--- src/rtl/ci_issue_ctrl.sv ---
// Issues buffered operands to a multi-cycle custom-instruction slave one at a time,
// returns the result (or a timeout marker) downstream with its measured latency.
module ci_issue_ctrl #(
  parameter int DATA_W     = 32,
  parameter int FIFO_DEPTH = 4,
  parameter int TIMEOUT    = 255
) (
  input  logic              clock,
  input  logic              aclr_n,
  input  logic              in_valid,
  output logic              in_ready,
  input  logic [DATA_W-1:0] in_data,
  output logic              ci_clk_en,
  output logic              ci_aclr,
  output logic              ci_start,
  output logic [DATA_W-1:0] ci_dataa,
  input  logic [DATA_W-1:0] ci_result,
  input  logic              ci_done,
  output logic              out_valid,
  input  logic              out_ready,
  output logic [DATA_W-1:0] out_data,
  output logic              out_timeout,
  output logic [15:0]       out_latency,
  output logic              busy
);

  localparam int AW = (FIFO_DEPTH > 1) ? $clog2(FIFO_DEPTH) : 1;
  localparam int CW = AW + 1;

  typedef enum logic [1:0] {S_IDLE, S_ISSUE, S_WAIT, S_HOLD} state_t;

  state_t state, state_nxt;

  logic [FIFO_DEPTH-1:0][DATA_W-1:0] mem;
  logic [AW-1:0] wr_ptr, rd_ptr;
  logic [CW-1:0] count;
  logic          push, pop, fifo_ne;
  logic [15:0]   cnt, cnt_inc;
  logic          hit_to;

  // ---------------- operand FIFO ----------------
  assign fifo_ne  = (count != '0);
  assign in_ready = (count != CW'(FIFO_DEPTH));
  assign push     = in_valid & in_ready;
  assign pop      = (state == S_IDLE) & fifo_ne;

  always_ff @(posedge clock) begin
    if (push) mem[wr_ptr] <= in_data;
  end

  always_ff @(posedge clock or negedge aclr_n) begin
    if (!aclr_n) begin
      wr_ptr <= '0;
      rd_ptr <= '0;
      count  <= '0;
    end else begin
      if (push) wr_ptr <= wr_ptr + AW'(1);
      if (pop)  rd_ptr <= rd_ptr + AW'(1);
      case ({push, pop})
        2'b10:   count <= count + CW'(1);
        2'b01:   count <= count - CW'(1);
        default: count <= count;
      endcase
    end
  end

  // ---------------- FSM ----------------
  // cnt_inc is the WAIT-cycle count including the current cycle
  assign cnt_inc = (cnt == 16'hFFFF) ? cnt : cnt + 16'd1;
  assign hit_to  = (cnt_inc == 16'(TIMEOUT));

  always_ff @(posedge clock or negedge aclr_n) begin
    if (!aclr_n) state <= S_IDLE;
    else         state <= state_nxt;
  end

  always_comb begin
    state_nxt = state;
    case (state)
      S_IDLE:  if (fifo_ne) state_nxt = S_ISSUE;
      S_ISSUE: state_nxt = S_WAIT;
      S_WAIT:  if (ci_done || hit_to) state_nxt = S_HOLD;
      S_HOLD:  if (out_ready) state_nxt = S_IDLE;
      default: state_nxt = S_IDLE;
    endcase
  end

  always_comb begin
    ci_start  = (state == S_ISSUE);
    ci_clk_en = (state == S_ISSUE) || (state == S_WAIT);
    busy      = fifo_ne || (state != S_IDLE);
  end

  // ---------------- datapath ----------------
  always_ff @(posedge clock or negedge aclr_n) begin
    if (!aclr_n) begin
      ci_dataa    <= '0;
      cnt         <= '0;
      ci_aclr     <= 1'b0;
      out_valid   <= 1'b0;
      out_data    <= '0;
      out_timeout <= 1'b0;
      out_latency <= '0;
    end else begin
      ci_aclr <= 1'b0;
      if (pop) ci_dataa <= mem[rd_ptr];
      case (state)
        S_ISSUE: cnt <= '0;
        S_WAIT: begin
          cnt <= cnt_inc;
          // done takes priority over a timeout landing on the same cycle
          if (ci_done) begin
            out_data    <= ci_result;
            out_timeout <= 1'b0;
            out_latency <= cnt_inc;
            out_valid   <= 1'b1;
          end else if (hit_to) begin
            out_data    <= '0;
            out_timeout <= 1'b1;
            out_latency <= 16'(TIMEOUT);
            out_valid   <= 1'b1;
            ci_aclr     <= 1'b1;
          end
        end
        S_HOLD:  if (out_ready) out_valid <= 1'b0;
        default: ;
      endcase
    end
  end

endmodule

--- config.mk ---
export PLATFORM = sky130hd
export DESIGN_NAME = ci_issue_ctrl
export DESIGN_NICKNAME = d
export VERILOG_FILES = /design/src/rtl/ci_issue_ctrl.sv
export SDC_FILE = /design/constraint.sdc
export NUM_CORES = 1
export LEC_CHECK = 0
export CAP_MARGIN = 10
export CELL_PAD_IN_SITES_DETAIL_PLACEMENT = 1
export CELL_PAD_IN_SITES_GLOBAL_PLACEMENT = 1
export CORE_ASPECT_RATIO = 0.8
export CORE_MARGIN = 5
export CORE_UTILIZATION = 55
export CTS_BUF_LIST = sky130_fd_sc_hd__clkbuf_8
export DETAILED_ROUTE_END_ITERATION = 10
export DONT_BUFFER_PORTS = 1
export GPL_ROUTABILITY_DRIVEN = 0
export PLACE_DENSITY = 0.79
export SETUP_SLACK_MARGIN = 0.4
export SLEW_MARGIN = 20
export SYNTH_ARGS = -nofsm -noshare
export SYNTH_HDL_FRONTEND = slang
export SYNTH_SLANG_ARGS = --single-unit
--- constraint.sdc ---
create_clock -name clock -period 3.6 [get_ports clock]
set_input_delay 0.72 -clock clock [delete_from_list [all_inputs] [get_ports clock]]
set_output_delay 0.72 -clock clock [all_outputs]
set_load 0.05 [all_outputs]
==> flow_summary_export.csv <==
group,metric,value,unit
sta,final-hold-violation-count,0,
finish,layout_commonest_cell,"edfxtp_1",
finish,drive_gt1_share,23.18,%
drt,drt_iter0_drc,314,
floorplanning,dieArea,20020,µm²
sta,slew_headroom,40.11,%
drt,num_vias,5164,
drt,vias_per_cell,6.133,
power,cellLeakagePower,3.939,nW
logic_synthesis,synthesis.nets,656,
logic_synthesis,synthArstFlopShare,45.76,%
logic_synthesis,ys.flop_type,"edfxtp_1",
critical_path,cp_cell_sequence,"ha_1 -> nand4_1 -> nor4_2 -> buf_4 -> o21ai_0 -> a221oi_2 -> buf_4 -> and4bb_4 -> o21ai_4 -> a22o_1",
drt,ant_nets,0,
placed_design,dpl.hpwl,13.39,mm
power,sw_frac_of_total,42.10,%
logic_synthesis,synth-edff-count,128,
power,p_int,5.755,mW
finish,antenna_cells,0,
critical_path,worstPathArrival,3390,ps
drt,highest_layer,"met4",
clock_tree,cts_tree,"built",
critical_path,crit_top_cell,"buf_4",
power,sequentialPowerShare,56.8,%
sta,tns,0,ps
global_route,grt_use_total,20.91,%
logic_synthesis,syn_area,9499,µm²
critical_path,slowest_delay,510,ps
drt,drc_errors,0,
clock_tree,insertion_delay,520,ps
sta,post-route-period-util,83.70,%
placed_design,io_buffers,0,
sta,finClkSkew,20.61,ps
drt,firstDrtPassIters,4,
power,power_density,956.8,nW/µm²
critical_path,crit_family,"compound AO/OA/AOI/OAI gates",
worst_hold_path,hold_path_class,"input port to asynchronous set/reset pin",
clock_tree,clock-root-buffer,"clkbuf_8",
drt,wl_met1,8.488,mm
floorplanning,ios,156,
floorplanning,coreArea,17160,µm²
logic_synthesis,ys_seq_area_share,68.91,%
drt,wl_met3,1.643,mm
floorplanning,die_x,156.9,µm
logic_synthesis,synth_top_area_share,40.46,%
logic_synthesis,synth-warning-count,0,
critical_path,cp_slowest_cell,"dfrtp_1",
floorplanning,die_y,127.5,µm
clock_tree,cts_buffer_depth,3,
clock_tree,path_clk_slew,60,ps
drt,wirelength,20.62,mm
power,ir_drop,0.5304,mV
job,cap_violations,0,
logic_synthesis,synthDistinctLibCells,58,
power,finalPower,9.940,mW
logic_synthesis,synth_largest_area_cell,"edfxtp_1",
power,power_frac_clock,20.3,%
sta,tightest_slew,898.3,ps
critical_path,crit_fanout,21,
sta,finalMaxSlewViolations,0,
finish,stdcell_area,10390,µm²
clock_tree,cts_buffers,36,
logic_synthesis,synth_cells,575,
floorplanning,rows,43,
logic_synthesis,synth_seq_cells,236,
critical_path,worstSetupPathType,"register to register",
sta,setup-violations-final,0,
finish,final_cell_mix,"edfxtp_1, dfrtp_1, clkbuf_8",
critical_path,crit_buf_inv,2,
finish,nNetsFinal,673,
critical_path,cp.required,3980,ps
drt,wl_per_cell,24.49,µm
critical_path,crit_path_end_kind,"register",
clock_tree,htree_levels,2,
sta,fmax,331.9,MHz
global_route,grt_pass1_vias,5673,
global_route,grt_max_degree,109,
critical_path,start_kind,"register",
logic_synthesis,synth_top_cells_by_area,"edfxtp_1, dfrtp_1, mux4_2, mux2_2, a22o_1",
run_status,status,"finished, final reports clean",
placed_design,placed_area,9686,µm²
power,pwr-share-comb,22.9,%
power,switching_power,4.185,mW
sta,min_period,3013,ps
floorplanning,initial_utilization,55.35,%
global_route,grt-ovfl-total,0,
clock_tree,cts.sinks,236,
global_route,grt_pass1_wl,32.39,mm
finish,syn_to_final_growth,9.365,%
drt,wl_met2,10.09,mm
sta,rsz0062_at_grt,"no",
finish,fillers,1537,
logic_synthesis,synth.avg_cell_area,16.52,µm²
global_route,antenna_found_initial,0,
cells by family after synthesis:
family,count (synthesis),share of synthesized area (%)
DFF,236,68.91
AOI/OAI and AO/OA,104,8.391
and+or+nand+nor,90,5.532
muxes,67,11.71
buffers and inverters,56,2.792
adders and majority gates,12,1.660
xor gates and xnor gates,10,1.001
layout make-up:
class	count	area [µm²]	area share [%]
well taps	225	281.5	2.710
clock buffers	40	550.5	5.299
inverters	23	86.33	0.8310
clock inverters	23	97.59	0.9394
flip-flops and latches	236	6548	63.03
repair buffers	11	102.6	0.9876
multi-input cells	284	2723	26.21
sequential cells by signal (all words and copies together) (netlist names):
| name | flops |
|---|---|
| mem | 128 |
| ci_dataa | 32 |
| out_data | 32 |
| cnt | 16 |
| out_latency | 16 |
| count | 3 |
| rd_ptr | 2 |
| state | 2 |
| wr_ptr | 2 |
| ci_aclr | 1 |
| out_timeout | 1 |
| out_valid | 1 |
power groups by stage:
stage / Clock [mW] / Sequential (mW) / Combinational, mW
finish: 2.02 / 5.65 / 2.28
global route: 2.22 / 5.74 / 2.49
CTS: 2.08 / 5.67 / 2.32
detailed placement: 0 / 5.72 / 2.28
global placement: 0 / 5.67 / 2.15
floorplan: 0 / 5.42 / 1.90
layer usage:
| metal | vias to the layer above | global-route usage (%) |
|---|---|---|
| met3 | 39 | 7.721 |
| met5 | - | 0 |
| met1 | 2705 | 27.48 |
| li1 | 2260 | - |
| met4 | 0 | 5.765 |
| met2 | 160 | 33.25 |
stage by stage:
stage / cells / setup slack, ps / util, % / hold WS (ps)
after detailed placement: 776 / 450.5 / 56.43 / 427.1
after global routing: 842 / 429.8 / 60.53 / 152.4
after global placement: 776 / 584.5 / 56.43 / 428.0
after floorplan: 575 / 1061 / - / 424.4
final: 842 / 586.6 / 60.53 / 116.9
after CTS: 840 / 418.7 / 60.37 / 156.7
cells in the mapped netlist, drive strengths merged, types with 2 or more instances:
library cell and n:
edfxtp 128, dfrtp 108, a22o 37, mux2 33
mux4 32, inv 23, nand2 21, o21ai 19
buf 18, nor2 16, clkbuf 15, ha 11
nand3 11, a21oi 9, nor3 9, o22ai 9
and3 7, nand4 7, o2bb2ai 6, a2bb2oi 5
xnor2 5, xor2 5, nor4 4, and2 3
nor2b 3, o21a 3, o311ai 3, a31oi 2
and4 2, mux2i 2, o211ai 2, or3 2
what timing repair did:
item	CTS	global route
endpoints found under the hold margin	108	0
hold buffers	1	0
setup buffers	0	1
endpoints found under the setup margin	0	42
resized for setup	0	2
final timing paths:
| check | from | to | slack (ps) | cells past startpoint |
|---|---|---|---|---|
| max in group asynchronous | aclr_n | rd_ptr[0]$_DFFE_PN0P_ | 3000 | 1 |
| hold / removal | aclr_n | cnt[6]$_DFFE_PN0P_ | 120 | 1 |
| min in group clock | ci_done | ci_aclr$_DFF_PN0_ | 280 | 1 |
| setup / recovery | cnt[0]$_DFFE_PN0P_ | out_data[3]$_DFFE_PN0P_ | 590 | 10 |
| setup reg to reg | cnt[0]$_DFFE_PN0P_ | out_data[3]$_DFFE_PN0P_ | 590 | 10 |
| hold reg to reg | count[2]$_DFFE_PN0P_ | count[2]$_DFFE_PN0P_ | 520 | 1 |
No activity file was read; power rests on OpenSTA's default activity.
